==> src/rtl/dda_pkg.sv <==
// Shared types and constants for the DDA grid stepper.
`timescale 1ns/1ps
package dda_pkg;

    typedef enum logic [2:0] {IDLE, STEP, FETCH, CHECK, DONE} state_t;

    typedef logic [15:0] q8_8_t;

    localparam logic [3:0] WALL_OOB = 4'hF;
    localparam int DEFAULT_MAP_SIZE = 24;

endpackage

==> src/rtl/dda_map_addr.sv <==
// Next-cell computation for one DDA step: moves one axis, flags map-edge exits
// and forms the linear map address of the resulting cell.
`timescale 1ns/1ps
module dda_map_addr
    import dda_pkg::*;
#(
    parameter int MAP_SIZE = DEFAULT_MAP_SIZE
) (
    input  logic [4:0] map_x,
    input  logic [4:0] map_y,
    input  logic       step_x,
    input  logic       step_y,
    input  logic       move_y,
    output logic [4:0] next_x,
    output logic [4:0] next_y,
    output logic       oob,
    output logic [9:0] addr
);

    localparam logic [4:0] LAST = 5'(MAP_SIZE - 1);

    // An exit leaves the coordinate untouched so the address stays inside the map
    always_comb begin
        next_x = map_x;
        next_y = map_y;
        oob    = 1'b0;
        if (move_y) begin
            if (step_y ? (map_y == LAST) : (map_y == 5'd0))
                oob = 1'b1;
            else
                next_y = step_y ? map_y + 5'd1 : map_y - 5'd1;
        end else begin
            if (step_x ? (map_x == LAST) : (map_x == 5'd0))
                oob = 1'b1;
            else
                next_x = step_x ? map_x + 5'd1 : map_x - 5'd1;
        end
    end

    assign addr = ({5'd0, next_y} * 10'(MAP_SIZE)) + {5'd0, next_x};

endmodule

==> src/rtl/dda_stepper.sv <==
// DDA grid walker: one ray at a time from setup to wall hit / map exit.
// Optional DDA_TIMEOUT_EN ends a walk after MAX_STEPS steps with no hit.
`timescale 1ns/1ps
module dda_stepper
    import dda_pkg::*;
#(
    parameter int MAP_SIZE    = DEFAULT_MAP_SIZE,
    parameter int MAP_LATENCY = 2,
    parameter int MAX_STEPS   = 64
) (
    input  logic        pixel_clk_in,
    input  logic        rst_n_in,
    input  logic        ray_valid_in,
    output logic        ray_ready_out,
    input  logic [8:0]  hcount_in,
    input  logic [4:0]  mapX_in,
    input  logic [4:0]  mapY_in,
    input  logic        stepX_in,
    input  logic        stepY_in,
    input  logic [15:0] sideDistX_in,
    input  logic [15:0] sideDistY_in,
    input  logic [15:0] deltaDistX_in,
    input  logic [15:0] deltaDistY_in,
    output logic [9:0]  map_addr_out,
    input  logic [3:0]  map_data_in,
    output logic        hit_valid_out,
    input  logic        hit_ready_in,
    output logic [8:0]  hit_hcount_out,
    output logic [15:0] perpDist_out,
    output logic        side_out,
    output logic [3:0]  wall_type_out
);

    function automatic q8_8_t sat_add(input q8_8_t a, input q8_8_t b);
        logic [16:0] s;
        s = {1'b0, a} + {1'b0, b};
        return s[16] ? 16'hFFFF : s[15:0];
    endfunction

    function automatic q8_8_t wrap_sub(input q8_8_t a, input q8_8_t b);
        return a - b;
    endfunction

    state_t     state;
    logic [4:0] map_x, map_y;
    logic       step_x, step_y;
    q8_8_t      side_x, side_y, delta_x, delta_y;
    logic       side;
    logic [3:0] wall;
    logic [8:0] hcount;
    logic [7:0] wait_cnt;

    logic       accept, move_y, oob;
    logic [4:0] next_x, next_y;
    logic [9:0] next_addr;
    q8_8_t      sum_x, sum_y, perp;

    assign accept = (state == IDLE) && ray_ready_out && ray_valid_in;
    // Ties go to the Y axis
    assign move_y = !(side_x < side_y);
    assign sum_x  = sat_add(side_x, delta_x);
    assign sum_y  = sat_add(side_y, delta_y);
    assign perp   = side ? wrap_sub(side_y, delta_y) : wrap_sub(side_x, delta_x);

    dda_map_addr #(.MAP_SIZE(MAP_SIZE)) u_map_addr (
        .map_x  (map_x),
        .map_y  (map_y),
        .step_x (step_x),
        .step_y (step_y),
        .move_y (move_y),
        .next_x (next_x),
        .next_y (next_y),
        .oob    (oob),
        .addr   (next_addr)
    );

    // Walk datapath: loaded on accept, advanced per step, never reset
    always_ff @(posedge pixel_clk_in) begin
        case (state)
            IDLE: begin
                if (accept) begin
                    map_x   <= mapX_in;
                    map_y   <= mapY_in;
                    step_x  <= stepX_in;
                    step_y  <= stepY_in;
                    side_x  <= sideDistX_in;
                    side_y  <= sideDistY_in;
                    delta_x <= deltaDistX_in;
                    delta_y <= deltaDistY_in;
                    hcount  <= hcount_in;
                end
            end
            STEP: begin
                if (move_y) side_y <= sum_y;
                else        side_x <= sum_x;
                side  <= move_y;
                map_x <= next_x;
                map_y <= next_y;
                if (oob) wall <= WALL_OOB;
            end
            CHECK: wall <= (map_data_in != 4'd0) ? map_data_in : WALL_OOB;
            default: ;
        endcase
    end

`ifdef DDA_TIMEOUT_EN
    logic [15:0] step_cnt;
`else
    logic unused_max_steps;
    assign unused_max_steps = (MAX_STEPS != 0);
`endif

    always_ff @(posedge pixel_clk_in or negedge rst_n_in) begin
        if (!rst_n_in) begin
            state          <= IDLE;
            ray_ready_out  <= 1'b0;
            hit_valid_out  <= 1'b0;
            perpDist_out   <= '0;
            side_out       <= 1'b0;
            wall_type_out  <= '0;
            hit_hcount_out <= '0;
            map_addr_out   <= '0;
            wait_cnt       <= '0;
`ifdef DDA_TIMEOUT_EN
            step_cnt       <= '0;
`endif
        end else begin
            case (state)
                IDLE: begin
                    ray_ready_out <= 1'b1;
                    if (accept) begin
                        ray_ready_out <= 1'b0;
                        state         <= STEP;
`ifdef DDA_TIMEOUT_EN
                        step_cnt      <= '0;
`endif
                    end
                end
                STEP: begin
`ifdef DDA_TIMEOUT_EN
                    step_cnt <= step_cnt + 16'd1;
`endif
                    if (oob) begin
                        state <= DONE;
                    end else begin
                        map_addr_out <= next_addr;
                        wait_cnt     <= '0;
                        state        <= (MAP_LATENCY > 1) ? FETCH : CHECK;
                    end
                end
                FETCH: begin
                    if (wait_cnt == 8'(MAP_LATENCY - 2)) state <= CHECK;
                    else wait_cnt <= wait_cnt + 8'd1;
                end
                CHECK: begin
                    if (map_data_in != 4'd0)
                        state <= DONE;
`ifdef DDA_TIMEOUT_EN
                    else if (step_cnt == 16'(MAX_STEPS))
                        state <= DONE;
`endif
                    else
                        state <= STEP;
                end
                DONE: begin
                    // First DONE cycle publishes the result; it then holds for the handshake
                    if (!hit_valid_out) begin
                        hit_valid_out  <= 1'b1;
                        perpDist_out   <= perp;
                        side_out       <= side;
                        wall_type_out  <= wall;
                        hit_hcount_out <= hcount;
                    end else if (hit_ready_in) begin
                        hit_valid_out <= 1'b0;
                        ray_ready_out <= 1'b1;
                        state         <= IDLE;
                    end
                end
                default: state <= IDLE;
            endcase
        end
    end

endmodule

==> config.mk <==
export PLATFORM = sky130hd
export DESIGN_NAME = dda_stepper
export DESIGN_NICKNAME = d
export VERILOG_FILES = /design/src/rtl/dda_pkg.sv /design/src/rtl/dda_map_addr.sv /design/src/rtl/dda_stepper.sv
export SDC_FILE = /design/constraint.sdc
export NUM_CORES = 1
export LEC_CHECK = 0
export BUFFER_PORTS_ARGS = -buffer_cell sky130_fd_sc_hd__buf_2
export CORE_UTILIZATION = 35
export CTS_BUF_LIST = sky130_fd_sc_hd__clkbuf_16
export CTS_CLUSTER_DIAMETER = 40
export DETAILED_ROUTE_END_ITERATION = 6
export GPL_ROUTABILITY_DRIVEN = 0
export PLACE_DENSITY_LB_ADDON = 0.12
export RECOVER_POWER = 50
export SETUP_SLACK_MARGIN = 0.15
export SYNTH_ARGS = -nofsm -noshare
export SYNTH_HDL_FRONTEND = slang
export SYNTH_SLANG_ARGS = --single-unit
==> constraint.sdc <==
create_clock -name pixel_clk_in -period 4.2 [get_ports pixel_clk_in]
set_input_delay 0.42 -clock pixel_clk_in [delete_from_list [all_inputs] [get_ports pixel_clk_in]]
set_output_delay 0.42 -clock pixel_clk_in [all_outputs]
set_load 0.1 [all_outputs]
==> results of run 1 <==
[worst reg2reg max path, cell delays in order (launching register included)]
cell and delay (ns):
edfxtp_1 0.45, ha_1 0.32, a2111o_1 0.44, a32oi_1 0.26
and3_4 0.27, nor3_1 0.07, a21oi_1 0.17, inv_1 0.11
ha_1 0.40, nand2_1 0.09, nor3_2 0.17, nor3_1 0.09
or3b_4 0.43, nand3_2 0.08, xnor2_1 0.05, mux2_2 0.25
[logic make-up (layout without fill, tap and decap cells)]
| group | Yosys count | count (layout) |
|---|---|---|
| and+or+nand+nor | 333 | 333 |
| buffers and inverters | 124 | 269 |
| muxes | 11 | 11 |
| DFF | 143 | 143 |
| AOI/OAI and AO/OA | 229 | 229 |
| xor gates and xnor gates | 67 | 67 |
| adders and majority gates | 100 | 100 |
[layer usage]
metal	GRT usage	share of wire
met1	0.234	0.47
met3	0.0290	0.029
met5	0	0
met4	0.0495	0.012
met2	0.312	0.49
[through the flow]
stage	std cells	setup WS, ns	utilization	hold WS (ns)
after global routing	1487	0.170	0.423	0.147
after global placement	1455	0.370	0.400	0.418
final	1487	0.458	0.423	0.162
after CTS	1487	0.283	0.425	0.0625
after floorplan	1007	0.600	-	0.124
after detailed placement	1455	0.315	0.400	0.422
[final timing paths]
path / from / to / slack (ns) / cells after the start
min reg2reg: hcount[4] / hit_hcount_out[4] / 0.44 / 2
min: stepX_in / step_x / 0.16 / 1
max in group asynchronous: rst_n_in / map_addr_out[5] / 1.55 / 2
max: side_x[1] / map_addr_out[8] / 0.46 / 15
max reg2reg: side_x[1] / map_addr_out[8] / 0.46 / 15
min in group asynchronous: rst_n_in / hit_hcount_out[2] / 0.44 / 1
[cell type report]
| type | instances | area, sq um | share of cell area |
|---|---|---|---|
| Clock inverter | 13 | 174 | 0.0156 |
| Tap cell | 335 | 419 | 0.0377 |
| Sequential cell | 143 | 4030 | 0.362 |
| Timing Repair Buffer | 147 | 702 | 0.0631 |
| Multi-Input combinational cell | 740 | 4980 | 0.448 |
| Clock buffer | 19 | 475 | 0.0428 |
| Inverter | 90 | 338 | 0.0304 |
[registers in the layout, summed over array words and instances, names as in the netlist, 5 cells and up]
signal,cells
delta_x,16
delta_y,16
hcount,9
hit_hcount_out,9
map_addr_out,10
map_x,5
map_y,5
perpDist_out,16
side_x,16
side_y,16
wait_cnt,8
[repair_timing]
action,4_1_cts,5_1_grt
hold endpoints to repair,0,0
endpoints found under the setup margin,0,3
buffers inserted,0,0
gates resized for setup,0,5
[cells in the final DEF, fill, tap and decap left out, types with 7 or more instances in the layout]
cell type,n
xnor2_1,51
clkbuf_1,49
nand2_1,125
clkbuf_16,19
ha_1,93
and3_1,8
buf_4,11
xor2_1,16
a21o_1,14
nand2b_1,20
edfxtp_1,90
o21ai_1,8
nor3_1,24
fa_1,7
inv_1,90
nor2b_1,10
buf_2,87
o21bai_1,9
a21oi_1,92
or3_1,10
nand4_1,7
nor2_1,97
dfrtp_1,53
o21ai_0,44
nand3_1,11
==> flow_summary_export.csv, run 1 <==
group,metric,value,unit
status,status,"complete, but fails checks",
status,violations,"DRC, capacitance limit, slew limit",
synth,yosys-top-cells-area,"edfxtp_1 29%, dfrtp_1 14%, ha_1 12%",
clock_network,h-tree-depth,4,
detailed_routing,initialDrtViolationCount,338,
clock_network,clkSinkCount,143,
critical_path,critPathKind,"reg -> reg",
critical_path,worstPathCellList,"ha_1 > a2111o_1 > a32oi_1 > and3_4 > nor3_1 > a21oi_1 > inv_1 > ha_1 > nand2_1 > nor3_2 > nor3_1 > or3b_4 > nand3_2 > xnor2_1 > mux2_2",
global_routing,grt_max_degree,44,
synth,ys_ff_latch,143,
detailed_routing,routed_wl,24300,um
timing,hold_viol,0,
synth,synth_warnings,0,
detailed_routing,detail-route-antenna-nets,0,
floorplan,dieArea,27700,sq um
placement,hpwl,18100,um
timing,fin_setup_tns,0,ns
timing,maxSlewHeadroom,-0.654,
synth,synth-edff-count,90,
synth,async_flop_share,0.371,
hold_path,hold_path_class,"in -> reg",
detailed_routing,drc,5,
global_routing,grt_pass1_wl,39300,um
critical_path,cp_num_buf_inv,1,
global_routing,grt-ovfl-total,0,
layout,final_cell_area,11100,sq um
detailed_routing,first_pass_iters,7,
synth,synthXorXnorAreaFrac,0.0619,
floorplan,die_h,167,um
floorplan,row_count,59,
timing,drv_slew,100,
layout,area_growth,17.3,%
critical_path,end_kind,"flop",
synth,synth-compound-area-share,0.153,
layout,finalNetCount,1332,
timing,clock_skew,0.0141,ns
detailed_routing,vias_per_cell,4.94,
floorplan,core-area,26300,sq um
synth,synthesis.nets,1200,
synth,synthTopCellsByCount,"125 x nand2_1, 97 x nor2_1, 93 x ha_1, 92 x a21oi_1",
synth,yosysMostFrequentCell,"nand2_1",
synth,syn_inst,1007,
timing,min_period,3.74,ns
synth,syn_area,9480,sq um
layout,antennaDiodeCount,0,
synth,synth_top_cell_by_area,"edfxtp_1",
clock_network,clock_latency,0.43,ns
timing,tightestPinTransition,2.48,ns
floorplan,io_pins,135,
floorplan,die_w,167,um
timing,fin_crit_sh,0.891,
synth,synth_cell_types,72,
timing,rsz0062_at_grt,"no",
clock_network,root_buffer,"clkbuf_16",
floorplan,initial_utilization,0.361,
timing,setup_viol,0,
critical_path,critPathSlowestCell,"edfxtp_1",
clock_network,cts_tree,"yes",
synth,yosys.area.top_type_share,0.285,
placement,placed_area,10500,sq um
synth,syn_area_per_cell,9.41,sq um
synth,yosysSeqAreaShare,0.425,
clock_network,cts_buffers,17,
critical_path,slowest_delay,0.45,ns
job,cap_violations,3,
synth,synthFlopType,"edfxtp_1",
critical_path,arrival,4.06,ns
timing,fmax,267,MHz
synth,yosys.area_share.adder,0.138,
critical_path,cp-start-kind,"flop",
global_routing,grt_usage,0.181,
critical_path,cp_max_fo,8,
critical_path,critPathRequiredTime,4.52,ns
global_routing,grt_pass1_vias,7438,
clock_network,postCtsHoldBufs,0,
placement,io_buffers,134,
clock_network,clk_pin_slew_worst_paths,0.07,ns
synth,synth-simple-area-share,0.160,
layout,drive_gt1_frac,0.134,
critical_path,cpLargestDelayFamily,"simple AND/OR/NAND/NOR gates",
global_routing,antenna_found_initial,0,
detailed_routing,vias,7343,
clock_network,clock_path_buffers,2,
synth,muxShareOfSynthArea,0.0124,
layout,final.fill_count,2690,
synth,synth_top_family_by_area,"simple AND/OR/NAND/NOR gates",
detailed_routing,drt-wirelength-per-cell,16.3,um
Power of run 1 is not shown: default switching activity piles up to over one toggle a cycle in this logic, so the estimate is an artifact.
==> run 2: changes to the inputs <==
- RECOVER_POWER: 50 -> not set
==> run 2 against run 1 <==
Effect of this change: the flow finishes with violations (DRC); global-route usage unchanged; first-iteration DRC count down 2.1%; routed wire length down 0.14%; maximum frequency about the same; critical path depth unchanged; highest routed layer unchanged.
==> flow_summary_export.csv, run 2 (synthesis gave the netlist of run 1 again) <==
group,metric,value,unit
timing,min_period,3.74,ns
global_routing,grt_max_degree,44,
critical_path,end_kind,"flop",
floorplan,core-area,26300,sq um
detailed_routing,drc,4,
timing,hold_viol,0,
clock_network,postCtsSetupBuffers,0,
detailed_routing,detail-route-antenna-nets,0,
clock_network,cts_buffers,17,
timing,setup_viol,0,
detailed_routing,vias_per_cell,4.93,
job,cap_violations,0,
clock_network,clock_path_buffers,2,
clock_network,cts_tree,"yes",
hold_path,hold_path_class,"in -> async",
floorplan,initial_utilization,0.361,
layout,instances_no_fill,1487,
global_routing,grt_pass1_vias,7438,
global_routing,grt_pass1_wl,39300,um
critical_path,cp_max_fo,8,
detailed_routing,first_pass_iters,7,
layout,finalNetCount,1332,
timing,clock_skew,0.0140,ns
detailed_routing,initialDrtViolationCount,331,
timing,fin_crit_sh,0.891,
detailed_routing,drt-wirelength-per-cell,16.3,um
critical_path,critPathRequiredTime,4.52,ns
placement,dp.cells,1455,
placement,io_buffers,134,
timing,rsz0062_at_grt,"no",
global_routing,antenna_found_initial,0,
status,status,"complete, but fails checks",
timing,tightestPinTransition,0.857,ns
floorplan,die_h,167,um
floorplan,row_count,59,
critical_path,rr_startpoint,"side_x[1]",
status,violations,"DRC",
layout,final_common_cell,"buf_2",
clock_network,clk_pin_slew_worst_paths,0.07,ns
layout,antennaDiodeCount,0,
placement,hpwl,18100,um
clock_network,root_buffer,"clkbuf_16",
global_routing,grt-ovfl-total,0,
layout,final_cell_area,11200,sq um
timing,maxSlewHeadroom,0.429,
clock_network,clock_latency,0.43,ns
detailed_routing,routed_wl,24200,um
layout,mostFrequentLayoutCells,"134 x buf_2, 125 x nand2_1, 97 x nor2_1, 93 x ha_1, 92 x a21oi_1",
clock_network,postCtsHoldBufs,0,
clock_network,h-tree-depth,4,
placement,placed_area,10500,sq um
timing,fmax,267,MHz
global_routing,grt_usage,0.181,
clock_network,clkSinkCount,143,
layout,area_growth,18.0,%
floorplan,dieArea,27700,sq um
layout,drive_gt1_frac,0.177,
floorplan,die_w,167,um
timing,drv_slew,0,
critical_path,crit_path_start,"side_x[1]",
critical_path,cp-start-kind,"flop",
floorplan,io_pins,135,
critical_path,critPathKind,"reg -> reg",
critical_path,arrival,4.06,ns
detailed_routing,vias,7332,
timing,fin_setup_tns,0,ns
[run 2: changes by cell type in the layout (fill, tap and decap cells not counted)]
| cell | previous run | this run |
|---|---|---|
| or2_2 | 2 | 3 |
| or2_0 | 1 | 0 |
| clkbuf_1 | 49 | 0 |
| buf_4 | 11 | 13 |
| buf_2 | 87 | 134 |
[run 2: metrics by stage]
| stage | hold WS [ns] | setup WS [ns] | utilization |
|---|---|---|---|
| after floorplan | 0.124 | 0.600 | - |
| after detailed placement | 0.422 | 0.315 | 0.400 |
| after global routing | 0.0865 | 0.170 | 0.426 |
| final | 0.0443 | 0.457 | 0.426 |
| after CTS | 0.0625 | 0.283 | 0.425 |
| after global placement | 0.418 | 0.370 | 0.400 |
[run 2: timing repair]
item	in CTS	in global routing
endpoints found under the setup margin	0	3
hold endpoints to repair	0	0
resized for setup	0	5
[run 2: final timing paths]
check | end | slack (ns) | cells after the start
max in group asynchronous | map_addr_out[6] | 3.29 | 2
min in group pixel_clk_in | step_x | 0.16 | 1
max | map_addr_out[8] | 0.46 | 15
min reg2reg | hit_hcount_out[4] | 0.44 | 2
max reg2reg | map_addr_out[8] | 0.46 | 15
min | hit_hcount_out[2] | 0.04 | 1
[run 2: cell type report]
cell class                      instances  area, sq um
Sequential cell                       143         4030
Timing Repair Buffer                  147          768
Multi-Input combinational cell        740         4980
Fill cell                            2669        15100
Tap cell                              335          419
Clock buffer                           19          475
Inverter                               90          338
Clock inverter                         13          174
[run 2: per-layer routing]
layer	track usage	up-vias	part of all wire
met5	0	-	0
met4	0.0495	0	0.012
met3	0.0290	15	0.030
met2	0.312	105	0.49
met1	0.234	3449	0.46
li1	-	3763	-
[run 2: critical path: stages, from the launching register on]
cell	delay, ns
edfxtp_1	0.45
ha_1	0.32
a2111o_1	0.44
a32oi_1	0.26
and3_4	0.27
nor3_1	0.06
a21oi_1	0.17
inv_1	0.11
ha_1	0.40
nand2_1	0.09
nor3_2	0.17
nor3_1	0.09
or3b_4	0.43
nand3_2	0.08
xnor2_1	0.05
mux2_2	0.25
Power of run 2 is left out for the same reason.
==> run 3: changes to the inputs <==
- CORE_UTILIZATION: 35 -> 30
==> run 3 against run 2 <==
Effect of this change: the run still ends with DRC left; hold slack worse by 0.039 ns; utilization is 6.2 points lower; first-iteration DRC count is 2.4% higher; routed wire length is 2.7% higher; flip-flop and latch count stayed put; maximum frequency is 0.88% lower; non-clock buffer count is 1 lower; register-to-register slack worse by 0.03 ns; critical path type unchanged; largest cell class unchanged.
==> flow_summary_export.csv, run 3 (synthesis gave the netlist of run 1 again) <==
group,metric,value,unit
status,status,"complete, but fails checks",
status,violations,"DRC",
critical_path,cp_max_fo,8,
clock_network,root_buffer,"clkbuf_16",
clock_network,clock_latency,0.44,ns
timing,fmax,265,MHz
detailed_routing,vias_per_cell,4.79,
detailed_routing,initialDrtViolationCount,339,
detailed_routing,drt-wirelength-per-cell,16.1,um
timing,fin_setup_tns,0,ns
critical_path,end_kind,"flop",
timing,maxSlewHeadroom,0.372,
floorplan,initial_utilization,0.307,
layout,final_cell_area,11200,sq um
timing,tightestPinTransition,0.942,ns
placement,hpwl,18900,um
detailed_routing,vias,7405,
clock_network,cts_tree,"yes",
placement,io_buffers,134,
layout,final_common_cell,"buf_2",
floorplan,die_h,180,um
hold_path,hold_path_class,"in -> async",
critical_path,critPathSlowestCell,"edfxtp_1",
global_routing,grt_max_degree,44,
global_routing,grt-ovfl-total,0,
timing,min_period,3.78,ns
job,cap_violations,0,
floorplan,io_pins,135,
timing,setup_viol,0,
detailed_routing,detail-route-antenna-nets,0,
layout,drive_gt1_frac,0.176,
critical_path,rr_startpoint,"side_y[1]",
critical_path,worstPathCellList,"inv_2 > ha_1 > a2111o_1 > a32oi_1 > and3_4 > nor3_1 > a21oi_1 > inv_1 > ha_2 > nand2_1 > nor3_2 > nor3_1 > or3b_4 > o211ai_1 > xnor2_1 > o21ai_1",
floorplan,dieArea,32300,sq um
floorplan,core-area,30800,sq um
clock_network,h-tree-depth,4,
clock_network,clk_pin_slew_worst_paths,0.07,ns
timing,clock_skew,0.0143,ns
global_routing,antenna_found_initial,0,
global_routing,grt_pass1_vias,7578,
clock_network,postCtsHoldBufs,0,
floorplan,die_w,180,um
layout,mostFrequentLayoutCells,"134 x buf_2, 125 x nand2_1, 97 x nor2_1, 92 x a21oi_1, 92 x ha_1",
critical_path,critPathKind,"reg -> reg",
timing,fin_crit_sh,0.899,
global_routing,grt_usage,0.162,
timing,hold_viol,0,
critical_path,cp-start-kind,"flop",
global_routing,grt_pass1_wl,40500,um
detailed_routing,routed_wl,24900,um
critical_path,critPathRequiredTime,4.50,ns
layout,finalNetCount,1331,
critical_path,crit_path_start,"side_y[1]",
critical_path,arrival,4.07,ns
placement,placed_area,10600,sq um
critical_path,slowest_delay,0.43,ns
layout,antennaDiodeCount,0,
detailed_routing,drc,6,
detailed_routing,first_pass_iters,7,
timing,rsz0062_at_grt,"no",
layout,area_growth,18.3,%
critical_path,path_common_cell,"nor3_1",
clock_network,clock_path_buffers,2,
clock_network,cts_buffers,17,
floorplan,row_count,64,
timing,drv_slew,0,
clock_network,clkSinkCount,143,
-- run 3: critical path, delay by kind of cell, from the launching register on --
family | cells | cell delay [ns]
flops | 1 | 0.43
compound gates | 5 | 1.03
simple gates | 6 | 1.16
buf+inv | 2 | 0.23
xor+xnor | 1 | 0.16
fa+ha+maj | 2 | 0.62
-- run 3: routing by layer --
metal | vias to the layer above | part of all wire | GRT usage | routed length [um]
li1 | 3767 | - | - | -
met3 | 15 | 0.041 | 0.0336 | 1030
met2 | 145 | 0.49 | 0.281 | 12300
met1 | 3478 | 0.45 | 0.201 | 11200
met4 | 0 | 0.012 | 0.0469 | 304
met5 | - | 0 | 0 | 0
-- run 3: timing repair --
| item | 4_1_cts | 5_1_grt |
|---|---|---|
| pin swaps | 0 | 1 |
| gates resized for setup | 1 | 5 |
| setup endpoints to repair | 1 | 3 |
| buffers inserted | 0 | 0 |
-- run 3: final timing paths --
path                                          end  slack, ns  cells past startpoint
worst max-delay path              map_addr_out[9]       0.42                     16
worst min-delay path            hit_hcount_out[3]      0.005                      1
worst min register to register   wall_type_out[2]       0.43                      2
min in group pixel_clk_in                  step_x       0.16                      1
worst max register to register    map_addr_out[9]       0.42                     16
max in group asynchronous         map_addr_out[9]       3.28                      2
-- run 3: cell type report --
| type | count | area (sq um) |
|---|---|---|
| clock inverters | 14 | 155 |
| well taps | 396 | 495 |
| fillers | 3178 | 19600 |
| multi-input cells | 740 | 4980 |
| flip-flops and latches | 143 | 4030 |
| inverters | 90 | 338 |
| repair buffers | 146 | 761 |
| clock buffers | 18 | 450 |
-- run 3: metrics by stage --
| step | std cells | setup WS [ns] | utilization | hold slack, ns |
|---|---|---|---|---|
| finish | 1547 | 0.424 | 0.364 | 0.00516 |
| global route | 1547 | 0.150 | 0.364 | 0.0224 |
| CTS | 1547 | 0.257 | 0.363 | 0.0306 |
| detailed placement | 1515 | 0.193 | 0.344 | 0.422 |
| global placement | 1515 | 0.240 | 0.344 | 0.419 |
| floorplan | 1007 | 0.600 | - | 0.124 |
Power of run 3 is left out for the same reason.
